File: src/rtl/par2ser_pkg.sv
// par2ser_pkg: shared types and helpers for the par2ser_en serializer.
//   state_t   : serializer FSM state (IDLE, SHIFT).
//   cnt_width : bit-counter width for a given word width, never below 1.
package par2ser_pkg;

  typedef enum logic [0:0] {
    IDLE  = 1'b0,
    SHIFT = 1'b1
  } state_t;

  // A one-bit word still needs a one-bit counter so the compare stays legal.
  function automatic int cnt_width(input int data_w);
    if (data_w <= 1) begin
      return 1;
    end else begin
      return $clog2(data_w);
    end
  endfunction

endpackage

File: src/rtl/par2ser_en_if.sv
// par2ser_en_if: word input handshake plus serial output bundle.
//   par_data_i  : word to serialize (DATA_W bits)
//   par_valid_i : upstream word valid
//   par_ready_o : serializer can take a word this cycle
//   ser_d_o     : current serial bit (downstream flop D)
//   ser_en_o    : ser_d_o is valid this cycle (downstream flop enable)
//   last_o      : current bit is the final bit of the word
//   busy_o      : a word is being shifted out
// master = upstream/integration side, slave = the serializer.
interface par2ser_en_if #(
  parameter int DATA_W = 8
);

  logic [DATA_W-1:0] par_data_i;
  logic              par_valid_i;
  logic              par_ready_o;
  logic              ser_d_o;
  logic              ser_en_o;
  logic              last_o;
  logic              busy_o;

  modport master (
    output par_data_i, par_valid_i,
    input  par_ready_o, ser_d_o, ser_en_o, last_o, busy_o
  );

  modport slave (
    input  par_data_i, par_valid_i,
    output par_ready_o, ser_d_o, ser_en_o, last_o, busy_o
  );

endinterface

File: src/rtl/par2ser_en.sv
// par2ser_en: parallel-to-serial converter feeding enable-gated flop stages.
// A word is taken on a valid/ready handshake and emitted one bit per cycle on
// ser_d_o with ser_en_o high, for exactly DATA_W consecutive cycles. A new
// word may be accepted on the last-bit edge, giving gap-free back-to-back words.
// Ports:
//   clk   : rising-edge clock
//   reset : asynchronous active-low reset
//   bus   : par2ser_en_if slave (handshake input, serial outputs)
// Every output is decoded from registers only; nothing passes combinationally
// from an input to an output.
module par2ser_en
  import par2ser_pkg::*;
#(
  parameter int DATA_W    = 8,
  parameter int LSB_FIRST = 1
) (
  input  logic        clk,
  input  logic        reset,
  par2ser_en_if.slave bus
);

  localparam int               CNT_W    = cnt_width(DATA_W);
  localparam logic [CNT_W-1:0] CNT_LAST = CNT_W'(DATA_W - 1);

  state_t            state_r;
  state_t            state_nxt_s;
  logic [DATA_W-1:0] shift_r;
  logic [DATA_W-1:0] shift_nxt_s;
  logic [DATA_W-1:0] shifted_s;
  logic [CNT_W-1:0]  cnt_r;
  logic [CNT_W-1:0]  cnt_nxt_s;
  logic              last_s;
  logic              ready_s;
  logic              xfer_s;

  // Ready comes from registered state only, so valid can never loop into it.
  assign last_s  = (state_r == SHIFT) && (cnt_r == CNT_LAST);
  assign ready_s = (state_r == IDLE) || last_s;
  assign xfer_s  = bus.par_valid_i && ready_s;

  // Shift toward the output bit; zeros fill in so the register drains to 0.
  always_comb begin
    shifted_s = shift_r;
    if (LSB_FIRST != 0) begin
      shifted_s = shift_r >> 1'b1;
    end else begin
      shifted_s = shift_r << 1'b1;
    end
  end

  // Next-state, next-shift-register and next-counter decode.
  always_comb begin
    state_nxt_s = state_r;
    shift_nxt_s = shift_r;
    cnt_nxt_s   = cnt_r;
    case (state_r)
      IDLE: begin
        if (xfer_s) begin
          state_nxt_s = SHIFT;
          shift_nxt_s = bus.par_data_i;
          cnt_nxt_s   = {CNT_W{1'b0}};
        end else begin
          state_nxt_s = IDLE;
        end
      end
      SHIFT: begin
        if (last_s) begin
          if (xfer_s) begin
            // Reload on the last-bit edge: next word follows with no bubble.
            state_nxt_s = SHIFT;
            shift_nxt_s = bus.par_data_i;
            cnt_nxt_s   = {CNT_W{1'b0}};
          end else begin
            state_nxt_s = IDLE;
            shift_nxt_s = shifted_s;
            cnt_nxt_s   = {CNT_W{1'b0}};
          end
        end else begin
          state_nxt_s = SHIFT;
          shift_nxt_s = shifted_s;
          cnt_nxt_s   = cnt_r + CNT_W'(1);
        end
      end
      default: begin
        state_nxt_s = IDLE;
        shift_nxt_s = {DATA_W{1'b0}};
        cnt_nxt_s   = {CNT_W{1'b0}};
      end
    endcase
  end

  // State, data and counter registers with asynchronous clear.
  always_ff @(posedge clk or negedge reset) begin
    if (!reset) begin
      state_r <= IDLE;
      shift_r <= {DATA_W{1'b0}};
      cnt_r   <= {CNT_W{1'b0}};
    end else begin
      state_r <= state_nxt_s;
      shift_r <= shift_nxt_s;
      cnt_r   <= cnt_nxt_s;
    end
  end

  assign bus.par_ready_o = ready_s;
  assign bus.ser_d_o     = (LSB_FIRST != 0) ? shift_r[0] : shift_r[DATA_W-1];
  assign bus.ser_en_o    = (state_r == SHIFT);
  assign bus.busy_o      = (state_r == SHIFT);
  assign bus.last_o      = last_s;

endmodule

File: src/flat_wrapper.sv
// flat-port wrapper written by rule: the top's interface ports become plain ports
module par2ser_en_flat import par2ser_pkg::*;
#(
  parameter int DATA_W    = 8,
  parameter int LSB_FIRST = 1
)
  (clk, reset, bus_par_data_i, bus_par_valid_i, bus_par_ready_o, bus_ser_d_o, bus_ser_en_o, bus_last_o, bus_busy_o);
  par2ser_en_if #(.DATA_W(DATA_W)) bus_i ();
  input  logic clk;
  input  logic reset;
  input wire logic [$bits(bus_i.par_data_i)-1:0] bus_par_data_i;
  input wire logic [$bits(bus_i.par_valid_i)-1:0] bus_par_valid_i;
  output wire logic [$bits(bus_i.par_ready_o)-1:0] bus_par_ready_o;
  output wire logic [$bits(bus_i.ser_d_o)-1:0] bus_ser_d_o;
  output wire logic [$bits(bus_i.ser_en_o)-1:0] bus_ser_en_o;
  output wire logic [$bits(bus_i.last_o)-1:0] bus_last_o;
  output wire logic [$bits(bus_i.busy_o)-1:0] bus_busy_o;
  assign bus_i.par_data_i = bus_par_data_i;
  assign bus_i.par_valid_i = bus_par_valid_i;
  assign bus_par_ready_o = bus_i.par_ready_o;
  assign bus_ser_d_o = bus_i.ser_d_o;
  assign bus_ser_en_o = bus_i.ser_en_o;
  assign bus_last_o = bus_i.last_o;
  assign bus_busy_o = bus_i.busy_o;
  par2ser_en #(.DATA_W(DATA_W), .LSB_FIRST(LSB_FIRST)) u_core (.clk(clk), .reset(reset), .bus(bus_i));
endmodule
File: config.mk
export PLATFORM = sky130hd
export DESIGN_NAME = par2ser_en_flat
export DESIGN_NICKNAME = d
export VERILOG_FILES = /design/src/rtl/par2ser_pkg.sv /design/src/rtl/par2ser_en_if.sv /design/src/rtl/par2ser_en.sv /design/src/flat_wrapper.sv
export SDC_FILE = /design/constraint.sdc
export NUM_CORES = 1
export LEC_CHECK = 0
export CAP_MARGIN = 5
export CELL_PAD_IN_SITES_DETAIL_PLACEMENT = 1
export CELL_PAD_IN_SITES_GLOBAL_PLACEMENT = 1
export CORE_ASPECT_RATIO = 0.75
export CORE_MARGIN = 3
export CORE_UTILIZATION = 32
export DETAILED_ROUTE_END_ITERATION = 8
export MAX_ROUTING_LAYER = met4
export PLACE_DENSITY = 0.7
export SETUP_SLACK_MARGIN = 0.4
export SYNTH_ARGS = -nofsm -noshare
export SYNTH_HDL_FRONTEND = slang
export SYNTH_SLANG_ARGS = --single-unit
File: constraint.sdc
create_clock -name clk -period 1.35 [get_ports clk]
set_input_delay 0.27 -clock clk [delete_from_list [all_inputs] [get_ports clk]]
set_output_delay 0.27 -clock clk [all_outputs]
set_load 0.01 [all_outputs]
# Word-level counts from Yosys, hierarchy flattened
# Cells that the tools add are included.
[totals]
register_bits = 12
elab_cells = 20
[classes]
n_addsub = 1
n_eq_ne = 2
n_mux = 10
n_bitwise = 1
n_reduce_logical = 3
[op_table]
columns = ["op", "count"]
rows = [
  ["two-way mux 8 bit", 3],
  ["case mux 8 bit (2 select lines)", 1],
  ["two-way mux 3 bit", 2],
  ["case mux 3 bit (2 select lines)", 1],
  ["adder 3 x 1 -> 3 bit, second input constant", 1],
  ["== test 3 bit, second input constant", 1],
  ["logical AND 1 bit", 2],
  ["two-way mux 1 bit", 2],
  ["inequality test 2 x 1 -> 1 bit, second input constant", 1],
  ["case mux 1 bit (2 select lines)", 1],
  ["logical OR 1 bit", 1],
  ["NOT 1 bit", 1],
]

# Longest topological paths before layout
# Gate-level depths: netlist of the first run.
[depth]
word_depth = 7
ltp_mapped = 6
ltp_nobuf = 5

# Worst setup path before layout of the first run
# No wires, ideal clock.
[synth_path]
path_type = "flip-flop to flip-flop"
start = "register u_core.cnt_r[0]"
end = "register u_core.shift_r[0]"
setup_time_ns = 0.125
arrival_time_ns = 1.211
t_required_ns = 1.225
path_slack_ns = 0.014
path_stages_with_launch = 7
period_less_slack_ns = 1.336
path_cell_list = "dfrtp_1 ha_1 ha_1 buf_4 and3_1 a31oi_1 o21ai_1"
[synth_between]
elab_chain_cells = 7
[synth_rtl]
columns = ["item", "line_no", "text"]
rows = [
  ["start: declaration", "par2ser_en.sv:30", "logic [CNT_W-1:0] cnt_r;"],
  ["start signal: assignment", "par2ser_en.sv:97", "cnt_r <= {CNT_W{1'b0}};"],
  ["start signal: assignment", "par2ser_en.sv:101", "cnt_r <= cnt_nxt_s;"],
  ["== test 3 bit *", "par2ser_en.sv:37", "assign last_s = (state_r == SHIFT) && (cnt_r == CNT_LAST);"],
  ["logical AND 1 bit *", "par2ser_en.sv:37", ""],
  ["logical OR 1 bit", "par2ser_en.sv:38", "assign ready_s = (state_r == IDLE) || last_s;"],
  ["logical AND 1 bit", "par2ser_en.sv:39", "assign xfer_s = bus.par_valid_i && ready_s;"],
  ["two-way mux 8 bit", "par2ser_en.sv:68", "if (xfer_s) begin"],
  ["two-way mux 8 bit", "par2ser_en.sv:67", "if (last_s) begin"],
  ["case mux 8 bit (2 select lines)", "par2ser_en.sv:56", "case (state_r)"],
  ["end signal: assignment", "par2ser_en.sv:96", "shift_r <= {DATA_W{1'b0}};"],
  ["end signal: assignment", "par2ser_en.sv:100", "shift_r <= shift_nxt_s;"],
  ["end: declaration", "par2ser_en.sv:27", "logic [DATA_W-1:0] shift_r;"],
]
# Every way passes the cells marked *; elsewhere a longest branch is shown, timed or not.
# A chain may end at the register's enable or synchronous reset.

# Final worst setup path of the first run
[layout_path]
start = "register u_core.cnt_r[1]"
end = "register u_core.shift_r[6]"
# The elaborated chain is that of the path after synthesis.

==> impl_metrics.prom, run 1 <==
# TYPE chip_impl_metric gauge
chip_impl_info{name="run_status",value="complete, but fails checks"} 1
chip_impl_info{name="violations",value="setup timing"} 1
chip_impl_metric{name="power.share.clock",unit="%"} 12.6
chip_impl_metric{name="fin_setup_tns",unit="ns"} -1.62
chip_impl_metric{name="wl_per_cell",unit="um"} 16.3
chip_impl_metric{name="r2r_setup_slk",unit="ns"} -0.25
chip_impl_info{name="worstSetupPathType",value="reg2reg"} 1
chip_impl_metric{name="clock-sinks",unit=""} 12
chip_impl_metric{name="total_leakage_power",unit="uW"} 0.000467
chip_impl_metric{name="global_route.overflow_total",unit=""} 0
chip_impl_metric{name="number_of_nets_in_the_final_layout",unit=""} 105
chip_impl_info{name="end_kind",value="flop"} 1
chip_impl_metric{name="combinationalPowerShare",unit="%"} 53.9
chip_impl_metric{name="drt-pass1-iter-count",unit=""} 4
chip_impl_metric{name="total_number_of_placement_rows",unit=""} 13
chip_impl_metric{name="final.min_clock_period",unit="ns"} 1.60
chip_impl_metric{name="switching_share",unit="%"} 34.1
chip_impl_metric{name="internal_power",unit="uW"} 1150
chip_impl_metric{name="regArea",unit="um^2"} 300
chip_impl_metric{name="drt_iter0_markers",unit=""} 17
chip_impl_metric{name="place.detailed.hpwl",unit="um"} 1140
chip_impl_metric{name="worst_slew_margin_rel",unit="%"} 85.9
chip_impl_metric{name="synth-seq-cells",unit=""} 12
chip_impl_info{name="startpoint",value="u_core.cnt_r[1]"} 1
chip_impl_metric{name="drv_cap",unit=""} 0
chip_impl_metric{name="period_share",unit="%"} 119
chip_impl_info{name="netlist.top_cell.by_area",value="dfrtp_1"} 1
chip_impl_info{name="tritoncts",value="built"} 1
chip_impl_metric{name="port_buffers",unit=""} 15
chip_impl_metric{name="syn_area_per_cell",unit="um^2"} 10.7
chip_impl_metric{name="clk_path_buf_depth",unit=""} 2
chip_impl_info{name="post-synth-top-count-cell",value="dfrtp_1"} 1
chip_impl_metric{name="path_clk_slew",unit="ns"} 0.07
chip_impl_metric{name="post_route_cells_drive_above_1_share",unit="%"} 45.6
chip_impl_metric{name="yosysWarnings",unit=""} 0
chip_impl_metric{name="asyncSetResetFlopFracSynth",unit="%"} 100
chip_impl_metric{name="timing.final.hold_violations",unit=""} 0
chip_impl_metric{name="design.die.area",unit="um^2"} 2620
chip_impl_metric{name="num_antenna_cells",unit=""} 0
chip_impl_metric{name="start_util",unit="%"} 35.9
chip_impl_metric{name="setup_violations",unit=""} 9
chip_impl_metric{name="synthesis.nets",unit=""} 74
chip_impl_info{name="dominantRegCellSynth",value="dfrtp_1"} 1
chip_impl_metric{name="synth-edff-count",unit=""} 0
chip_impl_metric{name="power.switching",unit="uW"} 595
chip_impl_metric{name="max_fclk",unit="MHz"} 625
chip_impl_metric{name="worstRegToRegCells",unit=""} 7
chip_impl_metric{name="floorplan.die.height",unit="um"} 45.1
chip_impl_info{name="hold_class",value="in2async"} 1
chip_impl_info{name="synth.cells.most_frequent",value="12 x dfrtp_1, 8 x mux2i_1, 8 x o21ai_1"} 1
chip_impl_metric{name="synth_area",unit="um^2"} 653
chip_impl_metric{name="worstMarginPinSlew",unit="ns"} 0.211
chip_impl_metric{name="cp_data_arrival_time",unit="ns"} 1.76
chip_impl_metric{name="multi_input_area",unit="um^2"} 374
chip_impl_metric{name="fillers",unit=""} 209
chip_impl_metric{name="yosys.cell_types.count",unit=""} 20
chip_impl_metric{name="areaGrowthSynthToFinish",unit="%"} 58.2
chip_impl_metric{name="route.detailed.drc",unit=""} 0
chip_impl_metric{name="clk-insertion-delay-late",unit="ns"} 0.28
chip_impl_metric{name="cp_data_required_time",unit="ns"} 1.50
chip_impl_metric{name="power_per_cell_area",unit="nW/um^2"} 1690
chip_impl_metric{name="htree_num_levels",unit=""} 1
chip_impl_metric{name="power_frac_seq",unit="%"} 33.5
chip_impl_metric{name="grt.total_usage",unit="%"} 15.2
chip_impl_metric{name="num_io_pins",unit=""} 16
chip_impl_metric{name="final_max_slew_viol_count",unit=""} 0
chip_impl_info{name="rsz0062_at_grt",value="true"} 1
chip_impl_metric{name="grt_antenna_before_repair",unit=""} 0
chip_impl_info{name="worst_setup_path_endpoint",value="u_core.shift_r[6]"} 1
chip_impl_info{name="worst_r2r_startpoint",value="u_core.cnt_r[1]"} 1
chip_impl_metric{name="coreArea",unit="um^2"} 1820
chip_impl_metric{name="wirelength",unit="um"} 1830
chip_impl_metric{name="antenna_violating_nets_post_route",unit=""} 0
chip_impl_metric{name="synth_sequential_area_ratio",unit="%"} 46.0
chip_impl_metric{name="wire_length_of_the_first_global_routing_pass",unit="um"} 2800
chip_impl_info{name="clk_root_buffer_cell",value="clkbuf_4"} 1
chip_impl_metric{name="width_of_the_die",unit="um"} 58.2
chip_impl_info{name="crit-reg2reg-capture",value="u_core.shift_r[6]"} 1
chip_impl_info{name="cp-start-kind",value="flop"} 1
chip_impl_metric{name="fin_worst_skew",unit="ns"} 0.00525
chip_impl_metric{name="netlist_instances",unit=""} 61
chip_impl_metric{name="detailroute.via_count",unit=""} 602
chip_impl_metric{name="worstPathMaxFanout",unit=""} 4
chip_impl_metric{name="cts_stage_hold_buffer_count",unit=""} 0
chip_impl_metric{name="place_congestion",unit=""} 0.721
chip_impl_metric{name="grt_pass1_vias",unit=""} 601
chip_impl_metric{name="clock_buffers_created_by_tritoncts",unit=""} 3
chip_impl_metric{name="fin_util",unit="%"} 56.7
chip_impl_metric{name="worst_ir_drop_vdd",unit="mV"} 1.04
chip_impl_metric{name="post_drt_via_cell_ratio",unit=""} 5.38
chip_impl_info{name="yosys-top-cells-area",value="dfrtp_1 46%, mux2i_1 12%, a31oi_1 6.7%"} 1
chip_impl_metric{name="grt_max_degree",unit=""} 20
chip_impl_metric{name="synth_top_area_share",unit="%"} 46.0
chip_impl_metric{name="finalWorstSetupSlack",unit="ns"} -0.250
-- cells by family (layout without fill, tap and decap cells) --
kind of cell    after synthesis  in the layout  synth area share [%]
flops                        12             12                  46.0
simple gates                 14             14                  12.1
compound gates               18             18                  16.7
buf+inv                       7             36                  9.19
mux                           8              8                  12.3
fa+ha+maj                     2              2                  3.83
-- through the flow --
step	cells	hold WS, ns	worst slack (ns)	power, uW	instance area (um^2)
2_1_floorplan	61	-0.0256	0.0891	980	674
3_3_place_gp	103	0.486	-0.240	1270	887
3_5_place_dp	103	0.503	-0.270	1310	887
4_1_cts	110	0.293	-0.209	1640	972
5_1_grt	112	0.292	-0.328	1870	1030
6_report	112	0.280	-0.250	1740	1030
-- metal layers --
metal	track usage, %	vias to the layer above	part of all wire (%)
met5	-	-	0
met4	5.56	0	1.4
met3	4.29	5	7.5
met2	24.8	28	47
met1	18.1	285	44
li1	-	284	-
-- area by class of cell --
type / instances / area share [%]
clock buffers: 3 / 2.18
inverters: 1 / 0.363
multi-input cells: 42 / 36.2
flip-flops and latches: 12 / 29.1
well taps: 22 / 2.66
repair buffers: 32 / 29.5
-- cells in the final DEF (no fill, tap or decap) --
cell type        Yosys  final
a31oi_1              7      6
a31oi_4              0      1
a32o_1               2      2
and2_4               0      1
and3_1               7      1
and3_4               0      6
buf_12               1      1
buf_2                1      1
buf_4                2     12
buf_6                1      8
clkbuf_4             0      3
clkdlybuf4s50_1      0     10
dfrtp_1             12     12
ha_2                 0      1
ha_4                 0      1
inv_2                0      1
mux2i_1              8      8
nand2_1              2      1
nand2_2              1      1
nand2_4              0      1
nand2b_1             1      1
nand3_2              0      1
nor2_2               0      1
o21ai_1              8      8
o21ai_2              0      1
-- power groups by stage --
| stage | Clock [uW] | Combinational (uW) | Sequential, uW |
|---|---|---|---|
| after floorplan | 0 | 405 | 575 |
| after global placement | 0 | 691 | 579 |
| after detailed placement | 0 | 729 | 586 |
| after CTS | 223 | 844 | 573 |
| after global routing | 249 | 1020 | 600 |
| final | 220 | 940 | 584 |
-- critical path, stage by stage, from the launching register on --
cell and delay (ns):
dfrtp_1 0.40, ha_2 0.20, ha_4 0.18, buf_4 0.13
buf_6 0.11, and3_4 0.14, a31oi_1 0.20, o21ai_1 0.11
-- worst min path at each step --
| stage | to | start |
|---|---|---|
| floorplan | u_core.bus.busy_o | reset |
| global placement | u_core.cnt_r[1] | u_core.cnt_r[1] |
| detailed placement | u_core.cnt_r[1] | u_core.cnt_r[1] |
| CTS | u_core.cnt_r[0] | reset |
| global route | u_core.cnt_r[0] | reset |
| finish | u_core.cnt_r[0] | reset |
-- state kept, by name, summed over array words and instances (netlist names) --
| name | count |
|---|---|
| u_core.shift_r | 8 |
| u_core.bus.busy_o | 1 |
| u_core.cnt_r | 3 |
-- repair_timing --
item	4_1_cts	5_1_grt
setup buffers	4	2
gates cloned	0	0
setup endpoints to repair	17	17
pin swaps	3	0
hold endpoints to repair	0	0
resized for setup	34	9
(Power assumes the default switching activity.)
==> inputs of run 2 (changes only) <==
--- a/config.mk
+++ b/config.mk
@@ -6,10 +6,10 @@
 export NUM_CORES = 1
 export LEC_CHECK = 0
 export CAP_MARGIN = 5
-export CELL_PAD_IN_SITES_DETAIL_PLACEMENT = 1
+export CELL_PAD_IN_SITES_DETAIL_PLACEMENT = 0
 export CELL_PAD_IN_SITES_GLOBAL_PLACEMENT = 1
 export CORE_ASPECT_RATIO = 0.75
-export CORE_MARGIN = 3
+export CORE_MARGIN = 2
 export CORE_UTILIZATION = 32
 export DETAILED_ROUTE_END_ITERATION = 8
 export MAX_ROUTING_LAYER = met4
==> run 2 against run 1 <==
Against the previous run: the flow still finishes with violations (setup timing); first-iteration DRC count decreased by 35%; maximum frequency increased by 5.4%; via count decreased by 7.5%.
==> impl_metrics.prom, run 2 (synthesis results as in run 1) <==
# TYPE chip_impl_metric gauge
chip_impl_info{name="tritoncts",value="built"} 1
chip_impl_info{name="largest-register",value="u_core.shift_r"} 1
chip_impl_metric{name="grt.total_usage",unit="%"} 12.1
chip_impl_metric{name="fillers",unit=""} 182
chip_impl_metric{name="power.share.clock",unit="%"} 16.5
chip_impl_metric{name="clock-sinks",unit=""} 12
chip_impl_metric{name="design.die.area",unit="um^2"} 2420
chip_impl_metric{name="finalWorstSetupSlack",unit="ns"} -0.169
chip_impl_metric{name="htree_num_levels",unit=""} 1
chip_impl_metric{name="final_max_slew_viol_count",unit=""} 0
chip_impl_info{name="violations",value="setup timing"} 1
chip_impl_metric{name="drv_cap",unit=""} 0
chip_impl_metric{name="cp_data_arrival_time",unit="ns"} 1.25
chip_impl_info{name="rsz0062_at_grt",value="true"} 1
chip_impl_metric{name="setup_violations",unit=""} 9
chip_impl_metric{name="post_route_cells_drive_above_1_share",unit="%"} 44.8
chip_impl_metric{name="cts_stage_hold_buffer_count",unit=""} 0
chip_impl_metric{name="max_fclk",unit="MHz"} 658
chip_impl_metric{name="period_share",unit="%"} 112
chip_impl_info{name="hold_class",value="in2async"} 1
chip_impl_metric{name="coreArea",unit="um^2"} 1960
chip_impl_metric{name="power_per_cell_area",unit="nW/um^2"} 1640
chip_impl_metric{name="power_frac_seq",unit="%"} 34.1
chip_impl_metric{name="global_route.overflow_total",unit=""} 0
chip_impl_metric{name="fin_hold_ws",unit="ns"} 0.294
chip_impl_info{name="layout_common_cells",value="12 x dfrtp_1, 10 x clkdlybuf4s50_1, 8 x mux2i_1, 8 x buf_6, 8 x buf_4"} 1
chip_impl_metric{name="switching_share",unit="%"} 31.5
chip_impl_metric{name="start_util",unit="%"} 33.3
chip_impl_metric{name="floorplan.die.height",unit="um"} 43.1
chip_impl_metric{name="post_drt_via_cell_ratio",unit=""} 5.02
chip_impl_metric{name="detailroute.via_count",unit=""} 557
chip_impl_metric{name="path_clk_slew",unit="ns"} 0.07
chip_impl_metric{name="cp_data_required_time",unit="ns"} 1.08
chip_impl_metric{name="worst_ir_drop_vdd",unit="mV"} 0.912
chip_impl_metric{name="flip_flop_count_of_the_largest_register_after_layout",unit=""} 8
chip_impl_metric{name="combinationalPowerShare",unit="%"} 49.4
chip_impl_metric{name="clock_buffers_created_by_tritoncts",unit=""} 3
chip_impl_metric{name="power.switching",unit="uW"} 526
chip_impl_metric{name="post-place-cells",unit=""} 104
chip_impl_metric{name="layout.cells.non_filler",unit=""} 111
chip_impl_metric{name="num_antenna_cells",unit=""} 0
chip_impl_metric{name="drt_iter0_markers",unit=""} 11
chip_impl_metric{name="width_of_the_die",unit="um"} 56.2
chip_impl_metric{name="worstPathMaxFanout",unit=""} 3
chip_impl_metric{name="areaGrowthSynthToFinish",unit="%"} 56.3
chip_impl_metric{name="internal_power",unit="uW"} 1150
chip_impl_info{name="worstSetupPathType",value="reg2out"} 1
chip_impl_metric{name="grt_antenna_before_repair",unit=""} 0
chip_impl_metric{name="worst_slew_margin_rel",unit="%"} 88.9
chip_impl_metric{name="grt_pass1_vias",unit=""} 498
chip_impl_metric{name="wire_length_of_the_first_global_routing_pass",unit="um"} 2150
chip_impl_info{name="final_common_cell",value="dfrtp_1"} 1
chip_impl_metric{name="clk_path_buf_depth",unit=""} 2
chip_impl_metric{name="number_of_nets_in_the_final_layout",unit=""} 101
chip_impl_metric{name="antenna_violating_nets_post_route",unit=""} 0
chip_impl_metric{name="drt-pass1-iter-count",unit=""} 4
chip_impl_metric{name="num_io_pins",unit=""} 16
chip_impl_metric{name="clk-insertion-delay-late",unit="ns"} 0.27
chip_impl_metric{name="wl_per_cell",unit="um"} 12.1
chip_impl_metric{name="fin_worst_skew",unit="ns"} 0.00257
chip_impl_info{name="clk_root_buffer_cell",value="clkbuf_4"} 1
chip_impl_metric{name="total_leakage_power",unit="uW"} 0.000458
chip_impl_metric{name="wirelength",unit="um"} 1340
chip_impl_metric{name="worstMarginPinSlew",unit="ns"} 0.162
chip_impl_metric{name="place.detailed.hpwl",unit="um"} 952
chip_impl_metric{name="route.detailed.drc",unit=""} 0
chip_impl_info{name="cp-start-kind",value="flop"} 1
chip_impl_metric{name="timing.final.hold_violations",unit=""} 0
chip_impl_metric{name="final.min_clock_period",unit="ns"} 1.52
chip_impl_metric{name="place_congestion",unit=""} 0.714
chip_impl_info{name="end_kind",value="primary output"} 1
chip_impl_info{name="run_status",value="complete, but fails checks"} 1
chip_impl_metric{name="total_number_of_placement_rows",unit=""} 14
chip_impl_metric{name="port_buffers",unit=""} 15
chip_impl_metric{name="grt_max_degree",unit=""} 20
[run 2: cell types whose count changed in the layout (fill, tap and decap cells not counted), sizes merged]
cell	change
clkbuf	+1
buf	-4
[run 2: final timing paths]
path	cells past startpoint	slack, ns	to	from
max	4	-0.17	bus_last_o	u_core.cnt_r[0]
min	2	0.29	u_core.cnt_r[2]	reset
max reg2reg	7	-0.12	u_core.shift_r[6]	u_core.cnt_r[0]
min reg2reg	1	0.51	u_core.cnt_r[1]	u_core.cnt_r[1]
max in group asynchronous	2	0.90	u_core.shift_r[6]	reset
min in group clk	1	0.51	u_core.cnt_r[1]	u_core.cnt_r[1]
[run 2: routing by layer]
layer / wire (um) / share of wire, % / GRT usage [%] / vias to the layer above
li1: - / - / - / 280
met1: 607 / 45 / 15.0 / 259
met2: 656 / 49 / 18.8 / 16
met3: 66 / 4.9 / 3.96 / 2
met4: 14 / 1.0 / 4.29 / 0
met5: 0 / 0 / - / -
[run 2: per-stage QoR]
stage               utilization [%]  cell area (um^2)  setup TNS (ns)  worst slack [ns]  total power, uW
CTS                            49.7               975           -1.15            -0.190             1650
finish                         52.0              1020           -1.07            -0.169             1670
global placement               45.0               882           -1.20            -0.243             1250
detailed placement             45.0               882           -1.28            -0.258             1260
global route                   52.0              1020           -1.60            -0.227             1800
floorplan                         -               674               0            0.0891              980
[run 2: timing repair]
item / CTS / global route
setup buffers: 2 / 1
pin swaps: 3 / 0
resized for setup: 36 / 6
setup endpoints to repair: 17 / 17
[run 2: worst max-delay path, stage by stage (launching register included)]
cell     delay (ns)
dfrtp_1        0.38
ha_2           0.20
ha_4           0.16
and2_4         0.13
buf_6          0.11
[run 2: layout make-up]
class                           instances  area [um^2]  share of cell area (%)
Multi-Input combinational cell         42          375                    36.8
Clock buffer                            4         36.3                    3.55
Sequential cell                        12          300                    29.4
Tap cell                               24         30.0                    2.94
Inverter                                1         3.75                   0.368
Timing Repair Buffer                   28          275                    27.0
[run 2: power groups by stage]
stage	clock [uW]	sequential, uW	combinational [uW]
after floorplan	0	575	405
after global placement	0	580	669
after detailed placement	0	583	681
after CTS	292	567	787
after global routing	317	582	903
final	275	570	827
==> inputs of run 3 (changes only) <==
--- a/config.mk
+++ b/config.mk
@@ -14,7 +14,7 @@
 export DETAILED_ROUTE_END_ITERATION = 8
 export MAX_ROUTING_LAYER = met4
 export PLACE_DENSITY = 0.7
-export SETUP_SLACK_MARGIN = 0.4
+export SETUP_SLACK_MARGIN = 0.05
 export SYNTH_ARGS = -nofsm -noshare
 export SYNTH_HDL_FRONTEND = slang
 export SYNTH_SLANG_ARGS = --single-unit
==> run 3 against run 2 <==
Against the previous run: the flow still finishes with violations (setup timing); first-iteration DRC count grew 82%; clock skew is 0.0049 ns higher; maximum frequency fell by 0.40%; cell count fell by 2.7%; total power is 11% lower; clock power down 21%; sequential power hardly changed; register-to-register slack better by 0.08 ns; die area stayed put; via count rose by 1.3%; largest cell class unchanged; largest power group unchanged.
==> impl_metrics.prom, run 3 (synthesis results as in run 1) <==
# TYPE chip_impl_metric gauge
chip_impl_metric{name="drv_cap",unit=""} 0
chip_impl_metric{name="finalWorstSetupSlack",unit="ns"} -0.175
chip_impl_info{name="end_kind",value="primary output"} 1
chip_impl_metric{name="clock-sinks",unit=""} 12
chip_impl_metric{name="cp_data_arrival_time",unit="ns"} 1.25
chip_impl_info{name="violations",value="setup timing"} 1
chip_impl_metric{name="cp_data_required_time",unit="ns"} 1.08
chip_impl_metric{name="drt_iter0_markers",unit=""} 20
chip_impl_metric{name="post_route_cells_drive_above_1_share",unit="%"} 28.6
chip_impl_metric{name="total_leakage_power",unit="uW"} 0.000430
chip_impl_metric{name="coreArea",unit="um^2"} 1960
chip_impl_metric{name="design.die.area",unit="um^2"} 2420
chip_impl_metric{name="max_fclk",unit="MHz"} 656
chip_impl_info{name="final_common_cell",value="dfrtp_1"} 1
chip_impl_metric{name="regArea",unit="um^2"} 300
chip_impl_metric{name="clk_path_buf_depth",unit=""} 2
chip_impl_metric{name="timing.final.hold_violations",unit=""} 0
chip_impl_metric{name="areaGrowthSynthToFinish",unit="%"} 38.7
chip_impl_metric{name="fin_setup_tns",unit="ns"} -0.467
chip_impl_metric{name="antenna_violating_nets_post_route",unit=""} 0
chip_impl_metric{name="worst_ir_drop_vdd",unit="mV"} 0.940
chip_impl_info{name="hold_class",value="in2async"} 1
chip_impl_metric{name="num_io_pins",unit=""} 16
chip_impl_metric{name="drt-pass1-iter-count",unit=""} 4
chip_impl_metric{name="cts_stage_hold_buffer_count",unit=""} 0
chip_impl_metric{name="worstPathMaxFanout",unit=""} 3
chip_impl_metric{name="global_route.overflow_total",unit=""} 0
chip_impl_metric{name="post_drt_via_cell_ratio",unit=""} 5.22
chip_impl_metric{name="total_number_of_placement_rows",unit=""} 14
chip_impl_info{name="layout_common_cells",value="12 x dfrtp_1, 10 x clkdlybuf4s50_1, 10 x buf_4, 8 x mux2i_1, 8 x o21ai_1"} 1
chip_impl_metric{name="period_share",unit="%"} 113
chip_impl_metric{name="place_congestion",unit=""} 0.646
chip_impl_metric{name="grt_antenna_before_repair",unit=""} 0
chip_impl_metric{name="clock_buffers_created_by_tritoncts",unit=""} 3
chip_impl_info{name="worstSetupPathType",value="reg2out"} 1
chip_impl_metric{name="number_of_nets_in_the_final_layout",unit=""} 99
chip_impl_metric{name="wirelength",unit="um"} 1390
chip_impl_metric{name="fin_util",unit="%"} 46.2
chip_impl_metric{name="final.min_clock_period",unit="ns"} 1.52
chip_impl_metric{name="grt_pass1_vias",unit=""} 538
chip_impl_info{name="tritoncts",value="built"} 1
chip_impl_metric{name="multi_input_area",unit="um^2"} 313
chip_impl_metric{name="floorplan.die.height",unit="um"} 43.1
chip_impl_info{name="largest-register",value="u_core.shift_r"} 1
chip_impl_metric{name="htree_num_levels",unit=""} 1
chip_impl_metric{name="post-place-cells",unit=""} 103
chip_impl_metric{name="place_worst_setup_slack",unit="ns"} -0.264
chip_impl_metric{name="power_per_cell_area",unit="nW/um^2"} 1650
chip_impl_info{name="clk_root_buffer_cell",value="clkbuf_4"} 1
chip_impl_metric{name="grt.total_usage",unit="%"} 13.2
chip_impl_metric{name="wire_length_of_the_first_global_routing_pass",unit="um"} 2370
chip_impl_metric{name="setup_violations",unit=""} 9
chip_impl_metric{name="place.detailed.hpwl",unit="um"} 959
chip_impl_metric{name="num_antenna_cells",unit=""} 0
chip_impl_metric{name="width_of_the_die",unit="um"} 56.2
chip_impl_info{name="run_status",value="complete, but fails checks"} 1
chip_impl_metric{name="route.detailed.drc",unit=""} 0
chip_impl_metric{name="layout.cells.non_filler",unit=""} 108
chip_impl_info{name="cp-start-kind",value="flop"} 1
chip_impl_metric{name="path_clk_slew",unit="ns"} 0.07
chip_impl_metric{name="flip_flop_count_of_the_largest_register_after_layout",unit=""} 8
chip_impl_metric{name="port_buffers",unit=""} 15
chip_impl_metric{name="fin_worst_skew",unit="ns"} 0.00746
chip_impl_metric{name="worstMarginPinSlew",unit="ns"} 0.193
chip_impl_metric{name="final_max_slew_viol_count",unit=""} 0
chip_impl_metric{name="grt_max_degree",unit=""} 20
chip_impl_metric{name="start_util",unit="%"} 33.3
chip_impl_metric{name="worst_slew_margin_rel",unit="%"} 87.1
chip_impl_metric{name="detailroute.via_count",unit=""} 564
chip_impl_info{name="rsz0062_at_grt",value="true"} 1
chip_impl_metric{name="clk-insertion-delay-late",unit="ns"} 0.27
chip_impl_metric{name="wl_per_cell",unit="um"} 12.9
chip_impl_metric{name="fillers",unit=""} 204
==> run 3: repair_timing <==
action                                 in CTS  in global routing
resized for setup                          18                  4
endpoints found under the hold margin       0                  0
pin swaps                                   3                  3
setup buffers                               2                  2
gates cloned                                0                  0
setup endpoints to repair                  12                 14
==> run 3: worst max-delay path, cell delays in order (launching register included) <==
cell and delay [ns]:
dfrtp_1 0.38, ha_2 0.20, ha_4 0.16, and2_4 0.13
buf_6 0.11
==> run 3: path summary, 6_finish.rpt <==
path | start | end | slack [ns] | depth (start not counted)
worst min-delay path | reset | u_core.shift_r[0] | 0.29 | 2
max in group asynchronous | reset | u_core.cnt_r[0] | 0.89 | 2
worst min register to register | u_core.shift_r[1] | u_core.shift_r[0] | 0.52 | 2
min in group clk | u_core.shift_r[1] | u_core.shift_r[0] | 0.52 | 2
worst max-delay path | u_core.cnt_r[0] | bus_last_o | -0.17 | 4
worst max register to register | u_core.cnt_r[0] | u_core.shift_r[5] | -0.04 | 6
==> run 3: per-layer routing <==
layer | wire length (um) | track usage (%)
met2 | 614 | 19.8
met1 | 664 | 16.2
met4 | 0 | 1.43
met3 | 115 | 7.32
met5 | 0 | -
==> run 3: layout make-up <==
class,count,area share [%]
Sequential cell,12,33.1
Clock buffer,3,2.49
Inverter,1,0.414
Tap cell,24,3.31
Multi-Input combinational cell,42,34.5
Timing Repair Buffer,26,26.1
==> run 3: power by group <==
part           total, uW  internal, uW  switching [uW]
registers            570           494            76.2
logic                707           406             301
clock network        218           103             115
total               1500          1000             492
==> run 3: per-stage QoR <==
step	total power, uW	hold slack [ns]	area, um^2
3_3_place_gp	1210	0.478	860
4_1_cts	1490	0.299	907
5_1_grt	1630	0.318	906
3_5_place_dp	1220	0.489	860
6_report	1500	0.295	906
2_1_floorplan	948	-0.0256	659
